===== src/rtl/decrypt_frame_loader.sv =====
// Byte-serial receiver assembling 78-bit ciphertext frames for decrypt_function_4, double-buffered.
// Optional trailing XOR checksum byte enabled by defining DEC_FRAME_CHECKSUM_EN.
module decrypt_frame_loader #(
    parameter int unsigned TIMEOUT = 255
) (
    input  logic        Clk,
    input  logic        Rst_n,
    input  logic [7:0]  byte_in,
    input  logic        byte_sof,
    input  logic        byte_valid,
    output logic        byte_ready,
    output logic [0:77] data_1,
    output logic        frame_valid,
    input  logic        frame_ready,
    output logic        frame_err,
    output logic [1:0]  err_code,
    output logic [15:0] frame_count
);

`ifdef DEC_FRAME_CHECKSUM_EN
    localparam logic [3:0] LAST = 4'd10;
`else
    localparam logic [3:0] LAST = 4'd9;
`endif

    localparam logic ST_COLLECT = 1'b0;
    localparam logic ST_HOLD    = 1'b1;

    localparam logic [1:0] ERR_PAD     = 2'd0;
    localparam logic [1:0] ERR_RESYNC  = 2'd1;
    localparam logic [1:0] ERR_NOSOF   = 2'd2;
    localparam logic [1:0] ERR_TIMEOUT = 2'd3;

    logic        state_q, state_d;
    logic [3:0]  idx_q, idx_d;
    logic [15:0] idle_q, idle_d;
    logic [0:77] asm_q, asm_d;
    logic [0:77] data_q, data_d;
    logic        fv_q, fv_d;
    logic        err_q, err_d;
    logic [1:0]  code_q, code_d;
    logic [15:0] cnt_q, cnt_d;
`ifdef DEC_FRAME_CHECKSUM_EN
    logic [7:0]  csum_q, csum_d;
    logic [1:0]  pad_q, pad_d;
`endif

    logic acc;
    logic drain;
    logic frame_ok;

    assign byte_ready  = (state_q == ST_COLLECT);
    assign data_1      = data_q;
    assign frame_valid = fv_q;
    assign frame_err   = err_q;
    assign err_code    = code_q;
    assign frame_count = cnt_q;

    always_comb begin
        acc      = byte_valid && byte_ready;
        drain    = fv_q && frame_ready;
        frame_ok = 1'b0;
        state_d  = state_q;
        idx_d    = idx_q;
        idle_d   = idle_q;
        asm_d    = asm_q;
        data_d   = data_q;
        fv_d     = fv_q;
        err_d    = 1'b0;
        code_d   = code_q;
        cnt_d    = cnt_q;
`ifdef DEC_FRAME_CHECKSUM_EN
        csum_d   = csum_q;
        pad_d    = pad_q;
`endif

        if (drain) begin
            fv_d  = 1'b0;
            cnt_d = cnt_q + 16'd1;
        end

        if (state_q == ST_HOLD) begin
            // The held frame moves into the output register in the same cycle the old one drains.
            if (drain) begin
                data_d  = asm_q;
                fv_d    = 1'b1;
                state_d = ST_COLLECT;
            end
        end else if (acc) begin
            idle_d = '0;
            if (byte_sof) begin
                asm_d[0:7] = byte_in;
                idx_d      = 4'd1;
`ifdef DEC_FRAME_CHECKSUM_EN
                csum_d     = byte_in;
`endif
                if (idx_q != '0) begin
                    err_d  = 1'b1;
                    code_d = ERR_RESYNC;
                end
            end else if (idx_q == '0) begin
                err_d  = 1'b1;
                code_d = ERR_NOSOF;
            end else begin
                for (int unsigned k = 1; k < 9; k++) begin
                    if (idx_q == 4'(k)) asm_d[8*k +: 8] = byte_in;
                end
                if (idx_q == 4'd9) begin
                    asm_d[72:77] = byte_in[7:2];
`ifdef DEC_FRAME_CHECKSUM_EN
                    pad_d        = byte_in[1:0];
`endif
                end
`ifdef DEC_FRAME_CHECKSUM_EN
                if (idx_q <= 4'd9) csum_d = csum_q ^ byte_in;
`endif
                if (idx_q == LAST) begin
                    idx_d = '0;
`ifdef DEC_FRAME_CHECKSUM_EN
                    frame_ok = (pad_q == 2'b00) && (csum_q == byte_in);
`else
                    frame_ok = (byte_in[1:0] == 2'b00);
`endif
                    if (!frame_ok) begin
                        err_d  = 1'b1;
                        code_d = ERR_PAD;
                    end else if (!fv_q || drain) begin
                        data_d = asm_d;
                        fv_d   = 1'b1;
                    end else begin
                        state_d = ST_HOLD;
                    end
                end else begin
                    idx_d = idx_q + 4'd1;
                end
            end
        end else if (idx_q != '0) begin
            if ((32'(idle_q) + 32'd1) >= 32'(TIMEOUT)) begin
                idle_d = '0;
                idx_d  = '0;
                err_d  = 1'b1;
                code_d = ERR_TIMEOUT;
            end else begin
                idle_d = idle_q + 16'd1;
            end
        end
    end

    always_ff @(posedge Clk or negedge Rst_n) begin
        if (!Rst_n) begin
            state_q <= ST_COLLECT;
            idx_q   <= '0;
            idle_q  <= '0;
            asm_q   <= '0;
            data_q  <= '0;
            fv_q    <= 1'b0;
            err_q   <= 1'b0;
            code_q  <= '0;
            cnt_q   <= '0;
`ifdef DEC_FRAME_CHECKSUM_EN
            csum_q  <= '0;
            pad_q   <= '0;
`endif
        end else begin
            state_q <= state_d;
            idx_q   <= idx_d;
            idle_q  <= idle_d;
            asm_q   <= asm_d;
            data_q  <= data_d;
            fv_q    <= fv_d;
            err_q   <= err_d;
            code_q  <= code_d;
            cnt_q   <= cnt_d;
`ifdef DEC_FRAME_CHECKSUM_EN
            csum_q  <= csum_d;
            pad_q   <= pad_d;
`endif
        end
    end

endmodule


===== config.mk =====
export PLATFORM = sky130hd
export DESIGN_NAME = decrypt_frame_loader
export DESIGN_NICKNAME = d
export VERILOG_FILES = /design/src/rtl/decrypt_frame_loader.sv
export SDC_FILE = /design/constraint.sdc
export NUM_CORES = 1
export LEC_CHECK = 0
export CAP_MARGIN = 20
export CORE_ASPECT_RATIO = 0.8
export CORE_UTILIZATION = 59
export CTS_CLUSTER_DIAMETER = 30
export CTS_CLUSTER_SIZE = 25
export DETAILED_ROUTE_END_ITERATION = 12
export PLACE_DENSITY = 0.85
export SETUP_SLACK_MARGIN = 0.3
export SLEW_MARGIN = 20
export SYNTH_ARGS = -nofsm -noshare
export SYNTH_HDL_FRONTEND = slang
export SYNTH_SLANG_ARGS = --single-unit

===== constraint.sdc =====
create_clock -name Clk -period 3.96 [get_ports Clk]
set_input_delay 0.792 -clock Clk [delete_from_list [all_inputs] [get_ports Clk]]
set_output_delay 0.792 -clock Clk [all_outputs]
set_load 0.01 [all_outputs]

==> key figures, run 1 <==
Status
  – Status: finished, final reports clean

Logic synthesis
  – Register area share after synthesis: 0.578
  – YS warnings: 0
  – Mapped cell area: 8530 µm²
  – Leading area contributor after synthesis: dfrtp_1
  – #FFs+latches synth: 197
  – Gate Count Post-Synth: 736
  – Post-synth EDFFs: 0
  – Syn avg cell area: 11.6 µm²
  – Prevailing post-synth register cell: dfrtp_1
  – Unique masters post-synth: 42
  – Ys async rst share: 1.00
  – Syn nets: 752
  – Post-synth top area share: 0.578
  – Largest cells by area after synthesis: dfrtp_1 58%, mux2_2 11%, mux2i_1 8.3%

STA
  – Relative slew slack: 0.400
  – RSZ-0062 raised after global routing: no
  – Setup ws final: 0.915 ns
  – Least-Margin Pin Slew: 0.898 ns
  – Final Cycle Share: 0.769
  – Hold Fails Final Rpt: 0
  – Max-slew violations: 0
  – WHS: 0.409 ns
  – Peak Freq: 328 MHz
  – Final TNS setup: 0 ns
  – # setup viols final: 0
  – Min Tclk post-route: 3.04 ns
  – Clock skew: 0.00954 ns

Worst setup path
  – CP Launch Type: flop
  – CP arrival: 3.39 ns
  – CP Max Fanout: 13
  – Required @ worst endpoint: 4.30 ns
  – Reg2reg setup slack: 0.92 ns
  – Worst Setup End Kind: flop
  – Kind of critical path: reg -> reg

Finish
  – Most frequent cells in the layout: 197 x dfrtp_1, 110 x nand2_1, 110 x clkdlybuf4s50_1
  – Commonest non-fill, non-tap cell in the layout: dfrtp_1
  – Final nets: 852
  – Syn-to-layout area delta: 21.6%
  – Fillers: 896
  – Non-filler instance count after layout: 1029
  – Fraction of layout cells with a size suffix above 1: 0.158
  – Ant diodes: 0

Power
  – Psw: 1.50 mW
  – Clock power share: 0.320
  – Sw Ratio: 0.284
  – Part of the power in registers: 0.480
  – Combinational Power Share: 0.200
  – Leak: 4.92 nW
  – Cell Pwr Density: 510 nW/µm²
  – Power, Total: 5.29 mW
  – Worst IR drop on VDD: 0.000381 V
  – Internal: 3.79 mW

Place
  – Placer Congestion: 0.813
  – I/O Buffers: 111
  – DP Worst Slack: 0.926 ns
  – DPL Wire Length: 12.8 mm
  – Cell total after placement: 997

GRT
  – Vias in the first global route: 5930
  – First-pass GRT wire length: 30.7 mm
  – Gr usage total: 0.274
  – Overflow after GRT: 0
  – Largest net degree at the start of global routing: 99
  – Initial antenna violation count: 0

CTS
  – TritonCTS clock tree: done
  – Reg clk slew, reported paths: 0.07 ns
  – CTS Hold Buffers Added: 0
  – Post-CTS sizing: 0
  – Clk root buf: clkbuf_16
  – Setup Buffers After CTS: 0
  – Clock sinks: 197
  – Longest Clk Path Bufs: 2
  – Worst skew pair latency: 0.44 ns
  – H-tree Lvls: 4
  – Num CTS Buffers: 17

Detailed routing
  – WL final: 18.9 mm
  – DRT Pass-1 Iters: 5
  – Vias per cell: 5.79
  – 1st-iter DRT viols: 414
  – Routed via count: 5960
  – Drt drc: 0
  – Antenna-violating nets left: 0
  – Average routed wire per standard cell: 18.3 µm

Floorplanning
  – Die Ht: 110 µm
  – Die area: 14900 µm²
  – Num rows: 38
  – Die W: 136 µm
  – Starting density of the core: 0.616
  – Core Area: 13800 µm²
  – I/O Pins: 112

Hold path
  – Min-delay worst type: in -> async

Flow run
  – Max Cap Viol: 0
metal layers:
metal	part of all wire	vias up	global-route usage
met5	0	-	0
met4	0.020	0	0.0929
met3	0.051	28	0.0618
met2	0.47	179	0.426
met1	0.46	3002	0.383
li1	-	2751	-
sequential cells by signal, summed over array words and instances (netlist names):
name         count
idx_q            4
asm_q           78
frame_err        1
frame_count     16
err_code         2
state_q          1
frame_valid      1
idle_q          16
data_1          78
synth_stat cells, types with 2 or more instances:
| cell type | n |
|---|---|
| nand2_1 | 110 |
| o22a_1 | 2 |
| buf_1 | 8 |
| mux2_2 | 87 |
| nor2_1 | 26 |
| mux2i_1 | 71 |
| o211ai_1 | 2 |
| nor3_1 | 6 |
| clkbuf_1 | 27 |
| a21oi_1 | 8 |
| o21ai_1 | 2 |
| nor4_1 | 3 |
| xor2_1 | 4 |
| dfrtp_1 | 197 |
| nand4_1 | 7 |
| nand3_1 | 18 |
| xnor2_1 | 14 |
| ha_1 | 3 |
| nor2b_1 | 5 |
| inv_1 | 12 |
| and2_1 | 9 |
| and3_1 | 6 |
| nand2b_1 | 2 |
| o22ai_1 | 4 |
| buf_2 | 4 |
| o21ai_0 | 80 |
| a31oi_1 | 3 |
| a22o_1 | 2 |
power by group through the flow:
| stage | Clock, mW | Sequential [mW] | Combinational [mW] |
|---|---|---|---|
| after detailed placement | 0 | 2.57 | 1.05 |
| after CTS | 1.71 | 2.53 | 1.06 |
| after floorplan | 0 | 2.49 | 0.773 |
| after global routing | 1.79 | 2.58 | 1.16 |
| after global placement | 0 | 2.53 | 1.01 |
| final | 1.69 | 2.54 | 1.06 |
final cells by class:
| cell class | count | area (µm²) | share of cell area |
|---|---|---|---|
| clock buffer | 19 | 443 | 0.0427 |
| clock inverter | 13 | 134 | 0.0129 |
| inverter | 13 | 48.8 | 0.00471 |
| multi-input combinational | 486 | 3400 | 0.328 |
| sequential | 197 | 4930 | 0.475 |
| tap | 180 | 225 | 0.0217 |
| timing repair buffer | 121 | 1190 | 0.115 |
per-stage QoR:
step	utilization	instance area (µm²)
2_1_floorplan	-	8530
3_5_place_dp	0.708	9790
6_report	0.749	10400
3_3_place_gp	0.708	9790
5_1_grt	0.749	10400
4_1_cts	0.749	10400
path summary, 6_finish.rpt:
check                                            startpoint                          end  depth (start not counted)
worst max-delay path                  idle_q[0]$_DFFE_PN0P_        idle_q[6]$_DFFE_PN0P_                          7
max in group asynchronous                             Rst_n        asm_q[15]$_DFFE_PN0P_                          2
worst max register to register        idle_q[0]$_DFFE_PN0P_        idle_q[6]$_DFFE_PN0P_                          7
min in group Clk                frame_count[15]$_DFFE_PN0P_  frame_count[15]$_DFFE_PN0P_                          1
worst min-delay path                                  Rst_n  frame_count[14]$_DFFE_PN0P_                          1
worst min register to register  frame_count[15]$_DFFE_PN0P_  frame_count[15]$_DFFE_PN0P_                          1
critical path: stages (launching register included):
cell	delay [ns]
dfrtp_1	0.48
ha_1	0.28
nand3_1	0.16
or4_1	0.44
a221o_1	0.40
nor4_4	0.58
nand2_1	0.31
o311ai_2	0.30
cell families (layout without fill, tap and decap cells):
logic type	Yosys count	count (layout)	synth area share
xor gates and xnor gates	18	18	0.0185
and+or+nand+nor	198	198	0.105
adders and majority gates	3	3	0.00440
muxes	158	158	0.198
AOI/OAI and AO/OA	109	109	0.0712
buffers and inverters	53	166	0.0248
DFF	197	197	0.578
No activity file was read; power rests on OpenSTA's default activity.
==> run 2, diff against run 1 <==
CORE_UTILIZATION = 50   (was 59)
PLACE_DENSITY = 0.76   (was 0.85)
clock period = 2.56 ns   (was 3.96 ns; I/O delays follow)
==> run 2 against run 1 <==
Against the previous run:
- clock power up 71%
- global-route usage decreased by 3.1 points
- maximum frequency is 27% higher
- power increased by 65%
- critical path depth grew 3
- final area up 6.3%
- sequential share of layout area fell by 2.8 points
- highest routed layer unchanged
==> key figures, run 2 (synthesis results as in run 1) <==
CTS
  – Clock sinks: 197 (unchanged)
  – CTS Hold Buffers Added: 0 (unchanged)
  – H-tree Lvls: 4 (unchanged)
  – Num CTS Buffers: 17 (unchanged)
  – Longest Clk Path Bufs: 2 (unchanged)
  – Worst skew pair latency: 0.43 ns (was 0.44 ns)
  – TritonCTS clock tree: done (unchanged)
  – Clk root buf: clkbuf_16 (unchanged)
  – Reg clk slew, reported paths: 0.07 ns (about the same)

Detailed routing
  – WL final: 20.0 mm (was 18.9 mm)
  – DRT Pass-1 Iters: 5 (unchanged)
  – Drt drc: 0 (unchanged)
  – Average routed wire per standard cell: 18.0 µm (was 18.3 µm)
  – Routed via count: 6103 (was 5960)
  – Antenna-violating nets left: 0 (unchanged)
  – 1st-iter DRT viols: 444 (was 414)
  – Vias per cell: 5.51 (was 5.79)

Worst setup path
  – CP Max Fanout: 4 (was 13)
  – Cell mode on critical path: buf_4
  – Worst Setup End Kind: flop (unchanged)
  – CP Cell Sequence: ha_4 > buf_4 > inv_1 > o211ai_1 > nor4bb_2 > o31a_1 > nor4_4 > buf_4 > a21o_1 > mux2i_1 (was ha_1 > nand3_1 > or4_1 > a221o_1 > nor4_4 > nand2_1 > o311ai_2)
  – Max stage delay cell, worst path: dfrtp_1 (was nor4_4)
  – Delay-heaviest family, CP: compound AO/OA/AOI/OAI gates (was simple AND/OR/NAND/NOR gates)
  – CP arrival: 2.76 ns (was 3.39 ns)
  – Buf/Inv on CP: 3 (was 0)
  – Required @ worst endpoint: 2.91 ns (was 4.30 ns)
  – Kind of critical path: reg -> reg (unchanged)
  – Critical Path Max Stage Delay: 0.44 ns (was 0.58 ns)
  – CP Launch Type: flop (unchanged)
  – Reg2reg setup slack: 0.16 ns (was 0.92 ns)

Power
  – Clock power share: 0.332 (was 0.320)
  – Leak: 5.21 nW (was 4.92 nW)
  – Power, Total: 8.71 mW (was 5.29 mW)
  – Part of the power in registers: 0.451 (was 0.480)
  – Sw Ratio: 0.280 (was 0.284)
  – Psw: 2.44 mW (was 1.50 mW)
  – Worst IR drop on VDD: 0.000574 V (was 0.000381 V)
  – Combinational Power Share: 0.217 (was 0.200)
  – Internal: 6.27 mW (was 3.79 mW)
  – Cell Pwr Density: 791 nW/µm² (was 510 nW/µm²)

GRT
  – Vias in the first global route: 6254 (was 5930)
  – Largest net degree at the start of global routing: 85 (was 99)
  – Gr usage total: 0.243 (was 0.274)
  – Initial antenna violation count: 0 (unchanged)
  – Overflow after GRT: 0 (unchanged)
  – First-pass GRT wire length: 32.7 mm (was 30.7 mm)

Finish
  – Final nets: 892 (was 852)
  – Fillers: 1209 (was 896)
  – Design area: 11000 µm² (was 10400 µm²)
  – Most frequent cells in the layout: 195 x dfrtp_1, 110 x clkdlybuf4s50_1, 106 x nand2_1 (was 197 x dfrtp_1, 110 x nand2_1, 110 x clkdlybuf4s50_1)
  – Fraction of layout cells with a size suffix above 1: 0.227 (was 0.158)
  – Commonest non-fill, non-tap cell in the layout: dfrtp_1 (unchanged)
  – Syn-to-layout area delta: 29.2% (was 21.6%)
  – Ant diodes: 0 (unchanged)
  – Non-filler instance count after layout: 1108 (was 1029)

Floorplanning
  – Die Ht: 119 µm (was 110 µm)
  – Core Area: 16600 µm² (was 13800 µm²)
  – Die W: 148 µm (was 136 µm)
  – Num rows: 42 (was 38)
  – I/O Pins: 112 (unchanged)
  – Die area: 17600 µm² (was 14900 µm²)
  – Starting density of the core: 0.514 (was 0.616)

STA
  – Least-Margin Pin Slew: 0.685 ns (was 0.898 ns)
  – Clock skew: 0.00639 ns (was 0.00954 ns)
  – WHS: 0.0950 ns (was 0.409 ns)
  – Peak Freq: 416 MHz (was 328 MHz)
  – Min Tclk post-route: 2.40 ns (was 3.04 ns)
  – Max-slew violations: 0 (unchanged)
  – # setup viols final: 0 (unchanged)
  – Hold Fails Final Rpt: 0 (unchanged)
  – Relative slew slack: 0.542 (was 0.400)
  – RSZ-0062 raised after global routing: yes (was no)
  – Final Cycle Share: 0.939 (was 0.769)

Place
  – DPL Wire Length: 13.4 mm (was 12.8 mm)
  – DP Area: 10100 µm² (was 9790 µm²)
  – I/O Buffers: 111 (unchanged)
  – Placer Congestion: 0.800 (was 0.813)
  – Cell total after placement: 1063 (was 997)

Flow run
  – Max Cap Viol: 0 (unchanged)

Status
  – Status: finished, final reports clean (unchanged)

Hold path
  – Min-delay worst type: in -> async (unchanged)
## run 2: changes by cell type in the layout (fill, tap and decap cells not counted), moves of 4 or more
cell      delta
nand2_1      -4
clkinv_2     -4
buf_6        +5
a21oi_1      -4
buf_4       +31
buf_12       +4
## run 2: layout make-up
cell class | instances | area [µm²] | share of cell area
flip-flops and latches | 197 | 4930 | 0.448
multi-input cells | 486 | 3550 | 0.323
repair buffers | 161 | 1560 | 0.141
clock buffers | 21 | 480 | 0.0436
well taps | 220 | 275 | 0.0250
clock inverters | 10 | 168 | 0.0152
inverters | 13 | 51.3 | 0.00465
## run 2: power groups by stage
stage          logic [mW]  registers, mW  clock network (mW)
6_report             1.89           3.93                2.89
2_1_floorplan        1.20           3.85                   0
4_1_cts              1.85           3.92                2.93
3_3_place_gp         1.65           3.90                   0
3_5_place_dp         1.74           3.96                   0
5_1_grt              2.05           3.98                3.06
## run 2: worst paths after layout
check,startpoint,end,cells after the start
setup / recovery,idle_q[1]$_DFFE_PN0P_,idx_q[0]$_DFFE_PN0P_,10
hold / removal,Rst_n,asm_q[43]$_DFFE_PN0P_,1
setup reg to reg,idle_q[1]$_DFFE_PN0P_,idx_q[0]$_DFFE_PN0P_,10
hold reg to reg,frame_count[15]$_DFFE_PN0P_,frame_count[15]$_DFFE_PN0P_,1
max in group asynchronous,Rst_n,idle_q[2]$_DFFE_PN0P_,2
min in group Clk,frame_count[15]$_DFFE_PN0P_,frame_count[15]$_DFFE_PN0P_,1
## run 2: repair_timing
| action | in CTS | in global routing |
|---|---|---|
| pin swaps | 16 | 11 |
| endpoints found under the setup margin | 12 | 90 |
| setup buffers | 12 | 2 |
| gates resized for setup | 22 | 23 |
| endpoints found under the hold margin | 0 | 0 |
## run 2: routing by layer
metal / share of wire / GRT usage
met5: 0 / 0
met3: 0.047 / 0.0467
met1: 0.46 / 0.337
met2: 0.48 / 0.386
met4: 0.014 / 0.0754
## run 2: through the flow
step | setup TNS, ns | worst slack, ns | util
floorplan | 0 | 0.357 | -
global placement | 0 | 0.0116 | 0.607
detailed placement | -0.0360 | -0.0247 | 0.607
CTS | 0 | 0.174 | 0.658
global route | 0 | 0.0867 | 0.664
finish | 0 | 0.157 | 0.664
==> run 3, diff against run 2 <==
PLACE_DENSITY = 0.81   (was 0.76)
==> run 3 against run 2 <==
Against the previous run:
- largest cell class unchanged
- critical path type unchanged
- non-clock buffer count down 1
- combinational power down 5%
- clock skew up 0.0028 ns
- sequential power about the same
- setup slack better by 0.019 ns
- power down 3.4%
- global-route usage down 1.3 points
==> key figures, run 3 (synthesis results as in run 1) <==
Power
  – Psw: 2.36 mW (was 2.44 mW)
  – Clock power share: 0.322 (was 0.332)
  – Worst IR drop on VDD: 0.000552 V (was 0.000574 V)
  – Leak: 5.19 nW (was 5.21 nW)
  – Cell Pwr Density: 770 nW/µm² (was 791 nW/µm²)
  – Sw Ratio: 0.280 (about the same)
  – Internal: 6.06 mW (was 6.27 mW)
  – Combinational Power Share: 0.214 (was 0.217)
  – Power, Total: 8.42 mW (was 8.71 mW)
  – Part of the power in registers: 0.464 (was 0.451)

Place
  – Cell total after placement: 1064 (was 1063)
  – I/O Buffers: 111 (unchanged)
  – Placer Congestion: 0.867 (was 0.800)
  – DPL Wire Length: 12.7 mm (was 13.4 mm)
  – DP Area: 10100 µm² (about the same)

STA
  – Final Cycle Share: 0.931 (was 0.939)
  – RSZ-0062 raised after global routing: yes (unchanged)
  – Min Tclk post-route: 2.38 ns (was 2.40 ns)
  – Final TNS setup: 0 ns (unchanged)
  – Clock skew: 0.00923 ns (was 0.00639 ns)
  – Peak Freq: 419 MHz (was 416 MHz)
  – Relative slew slack: 0.586 (was 0.542)
  – Max-slew violations: 0 (unchanged)
  – Hold Fails Final Rpt: 0 (unchanged)
  – # setup viols final: 0 (unchanged)
  – Least-Margin Pin Slew: 0.620 ns (was 0.685 ns)

Worst setup path
  – CP arrival: 2.70 ns (was 2.76 ns)
  – Max stage delay cell, worst path: dfrtp_2 (was dfrtp_1)
  – Worst R2R Path Depth: 10 (unchanged)
  – Worst Setup End Kind: flop (unchanged)
  – Kind of critical path: reg -> reg (unchanged)
  – Critical Path Max Stage Delay: 0.45 ns (was 0.44 ns)
  – Cell mode on critical path: buf_4 (unchanged)
  – Worst r2r src: idle_q[1]$_DFFE_PN0P_ (unchanged)
  – FF-to-FF End: idx_q[2]$_DFFE_PN0P_ (was idx_q[0]$_DFFE_PN0P_)
  – Buf/Inv on CP: 3 (unchanged)
  – Reg2reg setup slack: 0.18 ns (was 0.16 ns)
  – Delay-heaviest family, CP: compound AO/OA/AOI/OAI gates (unchanged)
  – Required @ worst endpoint: 2.88 ns (was 2.91 ns)
  – CP Max Fanout: 4 (unchanged)
  – CP Cell Sequence: buf_6 > buf_4 > and2_1 > o211ai_1 > nor4bb_2 > o31a_1 > nor4_4 > buf_4 > a21o_1 > a211o_1 (was ha_4 > buf_4 > inv_1 > o211ai_1 > nor4bb_2 > o31a_1 > nor4_4 > buf_4 > a21o_1 > mux2i_1)
  – CP Launch Type: flop (unchanged)
  – Crit path depth: 10 (unchanged)

Floorplanning
  – I/O Pins: 112 (unchanged)
  – Die area: 17600 µm² (unchanged)
  – Die W: 148 µm (unchanged)
  – Num rows: 42 (unchanged)
  – Core Area: 16600 µm² (unchanged)
  – Starting density of the core: 0.514 (unchanged)
  – Die Ht: 119 µm (unchanged)

Detailed routing
  – DRT Pass-1 Iters: 7 (was 5)
  – Top Metal Used: met4 (unchanged)
  – 1st-iter DRT viols: 377 (was 444)
  – WL final: 19.0 mm (was 20.0 mm)
  – Routed via count: 6038 (was 6103)
  – Met2 wire length: 8.62 mm (was 9.56 mm)
  – Antenna-violating nets left: 0 (unchanged)
  – WL met1: 9.22 mm (was 9.17 mm)
  – Met3 wire len: 917 µm (was 946 µm)
  – Average routed wire per standard cell: 17.2 µm (was 18.0 µm)
  – Drt drc: 0 (unchanged)
  – Vias per cell: 5.45 (was 5.51)

CTS
  – H-tree Lvls: 4 (unchanged)
  – CTS Hold Buffers Added: 0 (unchanged)
  – TritonCTS clock tree: done (unchanged)
  – Num CTS Buffers: 17 (unchanged)
  – Clock sinks: 197 (unchanged)
  – Clk root buf: clkbuf_16 (unchanged)
  – Worst skew pair latency: 0.43 ns (about the same)
  – Longest Clk Path Bufs: 2 (unchanged)
  – Reg clk slew, reported paths: 0.07 ns (about the same)

GRT
  – First-pass GRT wire length: 31.3 mm (was 32.7 mm)
  – Vias in the first global route: 5942 (was 6254)
  – Largest net degree at the start of global routing: 74 (was 85)
  – Overflow after GRT: 0 (unchanged)
  – Gr usage total: 0.229 (was 0.243)
  – Initial antenna violation count: 0 (unchanged)

Flow run
  – Max Cap Viol: 0 (unchanged)

Finish
  – Final nets: 891 (was 892)
  – Design area: 10900 µm² (was 11000 µm²)
  – Non-filler instance count after layout: 1108 (unchanged)
  – Most frequent cells in the layout: 193 x dfrtp_1, 110 x clkdlybuf4s50_1, 108 x nand2_1 (was 195 x dfrtp_1, 110 x clkdlybuf4s50_1, 106 x nand2_1)
  – Commonest non-fill, non-tap cell in the layout: dfrtp_1 (unchanged)
  – Syn-to-layout area delta: 28.2% (was 29.2%)
  – Fillers: 1299 (was 1209)
  – Ant diodes: 0 (unchanged)
  – Fraction of layout cells with a size suffix above 1: 0.218 (was 0.227)

Hold path
  – Min-delay worst type: in -> async (unchanged)

Status
  – Status: finished, final reports clean (unchanged)
[run 3: area by class of cell]
| cell class | count | area (µm²) | area share |
|---|---|---|---|
| Multi-Input combinational cell | 486 | 3490 | 0.320 |
| Clock inverter | 10 | 121 | 0.0111 |
| Tap cell | 220 | 275 | 0.0252 |
| Inverter | 13 | 50.0 | 0.00458 |
| Sequential cell | 197 | 4930 | 0.451 |
| Clock buffer | 22 | 484 | 0.0443 |
| Timing Repair Buffer | 160 | 1570 | 0.144 |
[run 3: how the worst max path moves through the flow]
stage                                startpoint  slack, ns               endpoint
after floorplan           idle_q[0]$_DFFE_PN0P_       0.36  idle_q[6]$_DFFE_PN0P_
after global placement               byte_valid     -0.008  asm_q[22]$_DFFE_PN0P_
after detailed placement             byte_valid      -0.07  asm_q[19]$_DFFE_PN0P_
after CTS                 idle_q[1]$_DFFE_PN0P_       0.19   idx_q[2]$_DFFE_PN0P_
after global routing      idle_q[1]$_DFFE_PN0P_       0.08   idx_q[0]$_DFFE_PN0P_
final                     idle_q[1]$_DFFE_PN0P_       0.18   idx_q[2]$_DFFE_PN0P_
[run 3: per-stage QoR]
stage / utilization / worst slack (ns) / hold WS [ns]
after floorplan: - / 0.357 / 0.216
after global placement: 0.609 / -0.00791 / 0.460
after detailed placement: 0.609 / -0.0702 / 0.470
after CTS: 0.656 / 0.190 / 0.121
after global routing: 0.658 / 0.0825 / 0.134
final: 0.658 / 0.176 / 0.0928
[run 3: power groups by stage]
stage	combinational [mW]	sequential, mW	clock, mW
2_1_floorplan	1.20	3.85	0
3_3_place_gp	1.62	3.93	0
3_5_place_dp	1.68	3.95	0
4_1_cts	1.79	3.90	2.74
5_1_grt	1.97	3.96	2.88
6_report	1.80	3.91	2.71
[run 3: repair_timing]
action,in CTS,in global routing
gates cloned,0,0
pin swaps,16,5
resized for setup,21,10
setup buffers,12,0
endpoints found under the setup margin,15,42
[run 3: per-layer routing]
metal  vias to the layer above  GRT usage
met4                         0     0.0599
met1                      3001      0.339
met2                       172      0.339
met5                         -          0
li1                       2839          -
met3                        26     0.0544
